[config.mk]
export PLATFORM = sky130hd
export DESIGN_NAME = time_keeper
export DESIGN_NICKNAME = d
export VERILOG_FILES = /design/src/rtl/clockbox_pkg.sv /design/src/rtl/bcd_counter2.sv /design/src/rtl/time_keeper.sv
export SDC_FILE = /design/constraint.sdc
export NUM_CORES = 1
export LEC_CHECK = 0
export CORE_MARGIN = 2
export CORE_UTILIZATION = 51
export DETAILED_ROUTE_END_ITERATION = 10
export PLACE_DENSITY = 0.86
export SYNTH_ARGS = -nofsm -noshare
export SYNTH_HDL_FRONTEND = slang
export SYNTH_SLANG_ARGS = --single-unit
[constraint.sdc]
create_clock -name clock -period 6 [get_ports clock]
set_input_delay 0.9 -clock clock [delete_from_list [all_inputs] [get_ports clock]]
set_output_delay 0.9 -clock clock [all_outputs]
set_load 0.05 [all_outputs]
[src/rtl/clockbox_pkg.sv]
// Shared types, limits and BCD helpers for the ClockBox time-of-day path.
package clockbox_pkg;

  typedef logic [7:0] bcd_t;

  typedef struct packed {
    bcd_t hours;
    bcd_t minutes;
    bcd_t seconds;
  } time_t;

  typedef enum logic {
    STOP = 1'b0,
    RUN  = 1'b1
  } tk_state_t;

  localparam bcd_t MAX_HOURS  = 8'h23;
  localparam bcd_t MAX_MINSEC = 8'h59;

  // True when both nibbles are decimal digits and the value does not exceed max.
  function automatic logic bcd_valid(bcd_t v, bcd_t max);
    return (v[7:4] <= 4'd9) && (v[3:0] <= 4'd9) && (v <= max);
  endfunction

  // Two-digit BCD increment that wraps to 00 after max.
  function automatic bcd_t bcd_inc(bcd_t v, bcd_t max);
    bcd_t r;
    if (v == max)             r = '0;
    else if (v[3:0] == 4'd9)  r = {v[7:4] + 4'd1, 4'd0};
    else                      r = {v[7:4], v[3:0] + 4'd1};
    return r;
  endfunction

endpackage

[src/rtl/bcd_counter2.sv]
// Two-digit BCD counter 00..MAX with synchronous load and a carry-out for chaining.
module bcd_counter2
  import clockbox_pkg::*;
#(
  parameter logic [7:0] MAX = 8'h59
) (
  input  logic       clock,
  input  logic       reset_L,
  input  logic       inc,
  input  logic       load,
  input  logic [7:0] load_val,
  output logic [7:0] value,
  output logic       carry
);

  bcd_t value_q, value_d;

  always_comb begin
    // NOTE: value_d gets a default before any branch so this block can never infer a latch.
    value_d = value_q;
    if (load)     value_d = load_val;
    else if (inc) value_d = bcd_inc(value_q, MAX);
  end

  // NOTE: registers use non-blocking assignments so every flop samples pre-edge values.
  always_ff @(posedge clock or negedge reset_L) begin
    if (!reset_L) value_q <= '0;
    else          value_q <= value_d;
  end

  assign value = value_q;
  assign carry = inc && (value_q == MAX);

endmodule

[src/rtl/time_keeper.sv]
// ClockBox time-of-day source: prescales clock to a 1 Hz tick and keeps 24 h BCD time.
module time_keeper
  import clockbox_pkg::*;
#(
  parameter int TICK_DIV = 50_000_000
) (
  input  logic       clock,
  input  logic       reset_L,
  input  logic       run,
  input  logic       load,
  input  logic [7:0] set_hours,
  input  logic [7:0] set_minutes,
  input  logic [7:0] set_seconds,
  output logic [7:0] hours,
  output logic [7:0] minutes,
  output logic [7:0] seconds,
  output logic       tick,
  output logic       update,
  output logic       midnight,
  output logic       load_err
);

  localparam int CNT_W = (TICK_DIV > 1) ? $clog2(TICK_DIV) : 1;
  localparam logic [CNT_W-1:0] CNT_LAST = CNT_W'(TICK_DIV - 1);

  tk_state_t        state_q, state_d;
  logic [CNT_W-1:0] cnt_q, cnt_d;
  logic             cnt_en;
  logic             tick_q, update_q, midnight_q, load_err_q;

  time_t set_time;
  logic  load_ok, tick_evt, sec_inc;
  logic  sec_carry, min_carry, hr_carry;

  assign set_time = '{hours: set_hours, minutes: set_minutes, seconds: set_seconds};
  assign load_ok  = load && bcd_valid(set_time.hours,   MAX_HOURS)
                         && bcd_valid(set_time.minutes, MAX_MINSEC)
                         && bcd_valid(set_time.seconds, MAX_MINSEC);

  always_ff @(posedge clock or negedge reset_L) begin
    if (!reset_L) state_q <= STOP;
    else          state_q <= state_d;
  end

  always_comb begin
    state_d = state_q;
    case (state_q)
      STOP:    if (run)  state_d = RUN;
      RUN:     if (!run) state_d = STOP;
      default: state_d = STOP;
    endcase
  end

  // The prescaler advances in every cycle that is (or becomes) RUN, so a
  // run level seen at an edge already counts as the first RUN cycle.
  always_comb begin
    cnt_en = (state_d == RUN);
  end

  assign tick_evt = cnt_en && (cnt_q == CNT_LAST);
  assign sec_inc  = tick_evt && !load_ok;

  always_comb begin
    cnt_d = cnt_q + CNT_W'(1);
    if (load_ok || !cnt_en || tick_evt) cnt_d = '0;
  end

  always_ff @(posedge clock or negedge reset_L) begin
    if (!reset_L) cnt_q <= '0;
    else          cnt_q <= cnt_d;
  end

  bcd_counter2 #(.MAX(MAX_MINSEC)) u_seconds (
    .clock    (clock),
    .reset_L  (reset_L),
    .inc      (sec_inc),
    .load     (load_ok),
    .load_val (set_time.seconds),
    .value    (seconds),
    .carry    (sec_carry)
  );

  bcd_counter2 #(.MAX(MAX_MINSEC)) u_minutes (
    .clock    (clock),
    .reset_L  (reset_L),
    .inc      (sec_carry),
    .load     (load_ok),
    .load_val (set_time.minutes),
    .value    (minutes),
    .carry    (min_carry)
  );

  bcd_counter2 #(.MAX(MAX_HOURS)) u_hours (
    .clock    (clock),
    .reset_L  (reset_L),
    .inc      (min_carry),
    .load     (load_ok),
    .load_val (set_time.hours),
    .value    (hours),
    .carry    (hr_carry)
  );

  // Pulses are registered alongside the counters so they line up with the new time.
  always_ff @(posedge clock or negedge reset_L) begin
    if (!reset_L) begin
      tick_q     <= 1'b0;
      update_q   <= 1'b0;
      midnight_q <= 1'b0;
      load_err_q <= 1'b0;
    end else begin
      tick_q     <= sec_inc;
      update_q   <= sec_inc || load_ok;
      midnight_q <= hr_carry;
      load_err_q <= load && !load_ok;
    end
  end

  assign tick     = tick_q;
  assign update   = update_q;
  assign midnight = midnight_q;
  assign load_err = load_err_q;

endmodule

==> results of run 1 <==
worst max path at each step:
stage	end	slack, ps	cells after the start
after floorplan	cnt_q[15]	3470	7
after global placement	u_hours.value[4]	2680	6
after detailed placement	cnt_q[6]	2570	6
after CTS	cnt_q[6]	2900	6
after global routing	cnt_q[6]	2750	6
final	cnt_q[6]	2890	6
registers in the layout, indices dropped and copies added (netlist names):
name / count
midnight: 1
tick: 1
u_minutes.value: 8
load_err: 1
u_hours.value: 8
cnt_q: 26
update: 1
u_seconds.value: 8
per-stage QoR:
stage          power [W]  hold WS (ps)
2_1_floorplan  0.0005186         474.9
3_3_place_gp   0.0005912         513.1
3_5_place_dp   0.0005968         527.2
4_1_cts        0.0007880         558.3
5_1_grt        0.0008227         583.3
6_report       0.0007842         560.3
cell type report:
type	count	area, sq um	share of cell area, %
clock buffer	5	68.82	1.819
timing repair buffer	56	553.0	14.62
clock inverter	2	10.01	0.2646
tap	75	93.84	2.481
multi-input combinational	262	1660	43.90
sequential	54	1351	35.73
inverter	12	45.04	1.191
cells in the mapped netlist (all sizes together), types with 3 or more instances:
library cell	instances
nor3	4
ha	13
nand2	19
xor2	15
buf	3
nand3b	6
a21oi	17
a31oi	7
xnor2	7
inv	12
or3	9
nor2b	3
nand3	17
dfrtp	54
nand2b	3
and3	7
and2	5
nor4	6
o21ai	10
mux2i	7
o22a	3
o21a	5
o41ai	3
nand4	13
and3b	3
or4	9
clkbuf	5
nor2	59
worst max-delay path, stage by stage:
cell and delay [ps]:
clkdlybuf4s50_1 390, or3_1 400, nand2b_1 160, or4_1 520, nand3_1 740, nor2_1 140
report_power, final:
part	internal, W	switching, W
logic	0.0000702	0.000111
registers	0.000382	0.0000279
clock network	0.0000788	0.000115
total	0.000531	0.000253
routing by layer:
metal	vias to the layer above	share of wire, %	track usage, %
met1	1363	46	33.12
met5	-	0	0
met3	9	3.4	2.857
li1	1316	-	-
met2	69	50	37.32
met4	0	1.1	6.833
cell usage in the layout, fill, tap and decap left out, types with 10 or more instances in the layout:
cell type | Yosys | layout
nor2_1 | 59 | 59
dfrtp_1 | 54 | 54
clkdlybuf4s50_1 | 0 | 54
nand2_1 | 18 | 18
nand3_1 | 17 | 17
a21oi_1 | 17 | 17
xor2_1 | 15 | 15
nand4_1 | 13 | 13
ha_1 | 13 | 13
inv_1 | 12 | 12
o21ai_0 | 10 | 10
logic make-up (layout without fill, tap and decap cells):
family | after synthesis | after routing | share of synthesized area [%]
and+or+nand+nor | 168 | 168 | 29.20
DFF | 54 | 54 | 43.74
AOI/OAI and AO/OA | 52 | 52 | 10.77
xor gates and xnor gates | 22 | 22 | 6.238
buffers and inverters | 20 | 75 | 2.511
adders and majority gates | 13 | 13 | 5.265
muxes | 7 | 7 | 2.268
==> impl_metrics.tcl, run 1 <==
set metrics [dict create \
    min_period_ps 3109 \
    via_per_inst 5.916 \
    first_global_vias 2504 \
    netlist_instances 336 \
    place_inst 459 \
    worstRegToRegCells 6 \
    cts.sinks 54 \
    min_path_cells 1 \
    ys.flop_type "dfrtp_1" \
    avgSynthCellArea_sq_um 9.194 \
    grt_max_degree 55 \
    die_w_um 81.83 \
    cp-start-kind "primary input" \
    setup_violations 0 \
    post-cts-setup-buffers 0 \
    nets 432 \
    die_h_um 81.83 \
    final_cell_area_sq_um 3782 \
    hold_end "cnt_q[0]" \
    syn-cell-area_sq_um 3089 \
    ff2ff_setup_slack_ps 3140 \
    skew_ps 11.41 \
    htree_num_levels 2 \
    numCtsBuffers 5 \
    grt_pass1_wl_um 12100 \
    root_buffer "clkbuf_8" \
    syn_to_final_growth_pct 22.44 \
    reg2reg_to "cnt_q[6]" \
    status "completed" \
    grt-ovfl-total 0 \
    async_flop_share_pct 100.0 \
    clock_latency_ps 310 \
    holdCritStartpoint "cnt_q[0]" \
    period_share_pct 51.82 \
    drt-initial-drc-count 203 \
    ys.warnings.count 0 \
    fillers 493 \
    route.vias.total 2757 \
    dieArea_sq_um 6696 \
    ant_nets 0 \
    peakVddDrop_mv 0.1544 \
    drc 0 \
    pin_count 56 \
    final_util_pct 64.26 \
    worstPathRequired_ps 6150 \
    finalMaxSlewViolations 0 \
    crit_fanout 26 \
    syn-num-nets 377 \
    io_buffers 55 \
    cts_buffer_depth 2 \
    tritoncts "built" \
    cts_resized 0 \
    r2r_start "cnt_q[0]" \
    synth.distinct_cells 45 \
    hold_buffers 0 \
    yosysSeqAreaShare_pct 43.74 \
    setup_tns_ps 0 \
    p_leak_nw 1.616 \
    worstHoldPathType "reg -> reg" \
    preCtsSetupSlack_ps 2573 \
    crit_start "set_hours[7]" \
    antenna_cells 0 \
    start_util_pct 52.49 \
    clkTransAtPathRegs_ps 90 \
    synth_top_area_share_pct 43.74 \
    synth.ff_latch_count 54 \
    std_cell_rows 28 \
    layout-drive-gt1-share_pct 4.348 \
    rsz0062_at_grt "no" \
    critPathKind "in -> reg" \
    cp.arrival_ps 3250 \
    coreArea_sq_um 5886 \
    synth.area.top_cells "dfrtp_1, nor2_1, ha_1, xor2_1, a21oi_1" \
    max_slew_margin_pct 14.01 \
    critPathCaptureType "register" \
    place_area_sq_um 3704 \
    yosys.area.top_type "dfrtp_1" \
    dr.pass1.iters 5 \
    place_congestion 0.8052 \
    detail_route.wl_per_cell_um 16.02 \
    maxCapViolCount 0 \
    p_per_area_nw_per_um2 207.3 \
    dp_hpwl_um 5448 \
    finalHoldViolCount 0 \
    clock.fmax_ghz 0.3216 \
    grt_usage_pct 23.27 \
    finalWirelength_um 7465 \
    fin_ws_ps 2891 \
    synth_edf_count 0 \
    tightest_slew_ps 1278 \
    antenna_found_initial 0 \
    fin_cells 466 \
]
Power figures use the tool's default switching activity.
==> run 2: changes to the inputs <==
Clock period 6 ns to 3.1 ns, I/O delays scaled along.
==> impl_metrics.tcl, run 2 (synthesized netlist as in run 1, its figures left out) <==
set metrics [dict create \
    cp.depth 5 \
    htree_num_levels 2 \
    clock.fmax_ghz 0.4015 \
    setup_tns_ps 0 \
    largest-register "cnt_q" \
    layout_commonest_cell "nor2_1" \
    min_period_ps 2491 \
    layout-drive-gt1-share_pct 6.030 \
    path_delay_family "simple AND/OR/NAND/NOR gates" \
    fin_cells 473 \
    ff2ff_setup_slack_ps 610 \
    fillers 482 \
    cp.arrival_ps 2730 \
    grt_usage_pct 23.22 \
    cts_buffer_depth 2 \
    place_inst 465 \
    grt_pass1_wl_um 12010 \
    dieArea_sq_um 6696 \
    finalMaxSlewViolations 0 \
    die_h_um 81.83 \
    cts_resized 0 \
    worstRegToRegCells 5 \
    clkTransAtPathRegs_ps 100 \
    worstPathRequired_ps 3340 \
    root_buffer "clkbuf_8" \
    grt-ovfl-total 0 \
    maxCapViolCount 0 \
    largest_reg_flops 26 \
    pin_count 56 \
    syn_to_final_growth_pct 25.03 \
    cts.sinks 54 \
    io_buffers 55 \
    detail_route.wl_per_cell_um 15.45 \
    worstHoldPathType "in -> async" \
    rsz0062_at_grt "no" \
    final_util_pct 65.63 \
    die_w_um 81.83 \
    period_share_pct 80.35 \
    numCtsBuffers 5 \
    skew_ps 13.36 \
    nets 438 \
    hold_ws_ps 237.6 \
    drt-initial-drc-count 153 \
    antenna_cells 0 \
    place_congestion 0.8081 \
    critPathSlowestCell "or4_4" \
    critPathKind "reg -> reg" \
    setup_violations 0 \
    ant_nets 0 \
    crit_fanout 9 \
    status "completed" \
    via_per_inst 5.740 \
    cp-start-kind "register" \
    finalWirelength_um 7307 \
    dp_hpwl_um 5457 \
    grt_max_degree 39 \
    start_util_pct 52.49 \
    final_cell_mix "nor2_1, dfrtp_1, clkdlybuf4s50_1" \
    reg2reg_to "u_minutes.value[7]" \
    finalHoldViolCount 0 \
    max_slew_margin_pct 44.19 \
    slowest_delay_ps 560 \
    std_cell_rows 28 \
    dr.pass1.iters 4 \
    first_global_vias 2593 \
    tightest_slew_ps 837.2 \
    tritoncts "built" \
    p_leak_nw 1.651 \
    clock_latency_ps 320 \
    post-cts-setup-buffers 0 \
    cp_cell_sequence "or4_4 > nor3_4 > nand4_1 > or4_1 > a21oi_1" \
    critPathCaptureType "register" \
    hold_buffers 0 \
    peakVddDrop_mv 0.3074 \
    critical_path_buf_inv_count 0 \
    drc 0 \
    p_per_area_nw_per_um2 420.8 \
    r2r_start "cnt_q[16]" \
    route.vias.total 2715 \
    antenna_found_initial 0 \
    coreArea_sq_um 5886 \
]
[run 2: cell types whose count changed in the layout (fill, tap and decap cells not counted)]
cell | before | now
bufinv_16 | 0 | 1
clkinv_2 | 2 | 0
buf_4 | 1 | 7
clkinvlp_4 | 0 | 2
[run 2: through the flow]
stage / total power [W] / setup slack (ps) / area, sq um
global placement: 0.001147 / 551.7 / 3749
detailed placement: 0.001158 / 522.1 / 3749
floorplan: 0.001004 / 852.6 / 3089
global route: 0.001702 / 447.6 / 3862
finish: 0.001625 / 609.0 / 3862
CTS: 0.001638 / 639.7 / 3862
[run 2: power by group]
part | leakage (nW) | switching (W) | internal (W)
registers | 0.735 | 0.0000518 | 0.000739
logic | 0.866 | 0.000213 | 0.000139
clock network | 0.0504 | 0.000243 | 0.000240
total | 1.65 | 0.000507 | 0.00112
[run 2: worst reg2reg max path, delay by kind of cell (launching register included)]
kind / cells / cell delay, ps
DFF: 1 / 440
and+or+nand+nor: 4 / 1770
AOI/OAI and AO/OA: 1 / 190
[run 2: worst max path at each step]
| stage | start | end |
|---|---|---|
| 2_1_floorplan | u_seconds.value[0] | u_hours.value[1] |
| 4_1_cts | cnt_q[16] | u_minutes.value[2] |
| 6_report | cnt_q[16] | u_minutes.value[7] |
| 3_5_place_dp | set_hours[7] | cnt_q[19] |
| 5_1_grt | cnt_q[16] | u_seconds.value[7] |
| 3_3_place_gp | set_hours[4] | cnt_q[3] |
[run 2: layout make-up]
cell class / count / area, sq um / share of cell area, %
clock buffer: 5 / 68.82 / 1.782
clock inverter: 3 / 45.04 / 1.166
inverter: 12 / 45.04 / 1.166
multi-input combinational: 262 / 1660 / 42.99
sequential: 54 / 1351 / 34.99
tap: 75 / 93.84 / 2.430
timing repair buffer: 62 / 598.1 / 15.48
[run 2: routing by layer]
metal	share of wire, %	GRT usage, %	wire, um	up-vias
met5	0	0	0	-
met4	1.7	8.000	125	0
met3	4.5	3.736	329	11
met2	50	38.62	3652	71
met1	44	30.79	3199	1306
li1	-	-	-	1327
==> run 3: changes to the inputs <==
Settings changed: CORE_UTILIZATION 51 to 48, PLACE_DENSITY 0.86 to 0.85.
Clock period 3.1 ns to 2.1 ns, I/O delays scaled along.
==> impl_metrics.tcl, run 3 (synthesized netlist as in run 1, its figures left out) <==
set metrics [dict create \
    status "finished with violations" \
    violations "setup timing" \
    worstPathRequired_ps 2330 \
    skew_ps 10.88 \
    layout-drive-gt1-share_pct 20.80 \
    maxCapViolCount 0 \
    cts_buffer_depth 2 \
    cts.sinks 54 \
    critPathKind "reg -> reg" \
    clock.fmax_ghz 0.4224 \
    numCtsBuffers 5 \
    period_share_pct 112.7 \
    io_buffers 55 \
    critPathCaptureType "register" \
    first_global_vias 2821 \
    coreArea_sq_um 6277 \
    route.vias.total 3081 \
    grt-ovfl-total 0 \
    cp.arrival_ps 2590 \
    die_h_um 84.23 \
    dieArea_sq_um 7094 \
    root_buffer "clkbuf_8" \
    start_util_pct 49.21 \
    max_slew_margin_pct 63.11 \
    place_inst 506 \
    finalWirelength_um 8842 \
    peakVddDrop_mv 0.5016 \
    clkTransAtPathRegs_ps 100 \
    detail_route.wl_per_cell_um 16.71 \
    tritoncts "built" \
    syn_to_final_growth_pct 42.16 \
    p_total_w 0.002398 \
    htree_num_levels 2 \
    setup_violations 15 \
    place_congestion 0.8213 \
    rsz0062_at_grt "yes" \
    dr.pass1.iters 5 \
    via_per_inst 5.824 \
    drc 0 \
    pin_count 56 \
    tightest_slew_ps 551.6 \
    antenna_found_initial 0 \
    finalHoldViolCount 0 \
    die_w_um 84.23 \
    grt_pass1_wl_um 13050 \
    ant_nets 0 \
    clock_latency_ps 320 \
    final_util_pct 69.96 \
    largest-register "cnt_q" \
    nets 492 \
    std_cell_rows 29 \
    finalMaxSlewViolations 0 \
    final_cell_mix "nor2_1, clkdlybuf4s50_1, buf_4" \
    min_period_ps 2368 \
    dp_hpwl_um 5977 \
    grt_usage_pct 22.51 \
    p_leak_nw 1.929 \
    worstHoldPathType "in -> async" \
    grt_max_degree 27 \
    worstRegToRegCells 7 \
    cp-start-kind "register" \
    layout_commonest_cell "nor2_1" \
    fin_cells 529 \
    largest_reg_flops 26 \
    ff2ff_setup_slack_ps -270 \
    p_per_area_nw_per_um2 546.1 \
    fin_ws_ps -267.5 \
    drt-initial-drc-count 188 \
    antenna_cells 0 \
    crit_fanout 4 \
    reg2reg_to "u_minutes.value[4]" \
    r2r_start "cnt_q[16]" \
]
[run 3: changes by cell type in the layout (fill, tap and decap cells not counted), moves of 2 or more]
| cell | change |
|---|---|
| buf_4 | +43 |
| buf_6 | +9 |
| dfrtp_1 | -5 |
| dfrtp_2 | +5 |
| a21oi_1 | -3 |
| a21oi_2 | +3 |
| nor4_1 | -2 |
| o21ai_0 | -2 |
[run 3: layout make-up]
| class | instances | area (sq um) |
|---|---|---|
| Fill cell | 413 | 1886 |
| Multi-Input combinational cell | 262 | 1745 |
| Sequential cell | 54 | 1358 |
| Timing Repair Buffer | 116 | 1052 |
| Tap cell | 77 | 96.34 |
| Clock buffer | 6 | 82.58 |
| Inverter | 12 | 45.04 |
| Clock inverter | 2 | 12.51 |
[run 3: timing repair]
action                                  CTS  global route
hold endpoints to repair                 16             0
hold buffers                              1             0
gates resized for setup                   2            25
pin swaps                                 5            15
buffers inserted                          4            12
endpoints found under the setup margin   15            19
[run 3: layer usage]
metal | vias to the layer above | wire [um] | track usage, %
met3 | 21 | 536 | 3.245
li1 | 1437 | - | -
met4 | 0 | 163 | 6.598
met5 | - | 0 | 0
met1 | 1492 | 3676 | 30.98
met2 | 131 | 4465 | 37.16
[run 3: through the flow]
| stage | setup TNS, ps | hold WS (ps) | setup slack, ps | instance area (sq um) |
|---|---|---|---|---|
| after global routing | -2743 | 506.0 | -296.3 | 4392 |
| after CTS | -796.3 | 471.5 | -127.8 | 4208 |
| final | -1510 | 466.7 | -267.5 | 4392 |
| after global placement | -5009 | 277.2 | -123.1 | 4063 |
| after detailed placement | -6940 | 275.1 | -179.3 | 4063 |
| after floorplan | -75.47 | 19.41 | -29.98 | 3095 |
[run 3: worst max path at each step]
stage / startpoint / to / slack, ps / cells after the start
after floorplan: cnt_q[16] / u_minutes.value[2] / -30 / 5
after global placement: set_hours[4] / u_minutes.value[3] / -120 / 6
after detailed placement: set_hours[2] / u_hours.value[3] / -180 / 7
after CTS: cnt_q[10] / u_minutes.value[6] / -130 / 8
after global routing: cnt_q[16] / u_minutes.value[4] / -300 / 7
final: cnt_q[16] / u_minutes.value[4] / -270 / 7
[run 3: power breakdown]
part	internal [W]	leakage, nW	switching [W]
sequential	0.00109	0.727	0.0000681
combinational	0.000255	1.15	0.000356
clock	0.000266	0.0472	0.000360
total	0.00161	1.93	0.000784
[run 3: worst max-delay path, stage by stage, from the launching register on]
cell     delay (ps)
dfrtp_1         400
or4_4           560
nor3_4          270
buf_6           150
nand4_1         120
buf_4           200
or3_1           350
a31oi_1         230
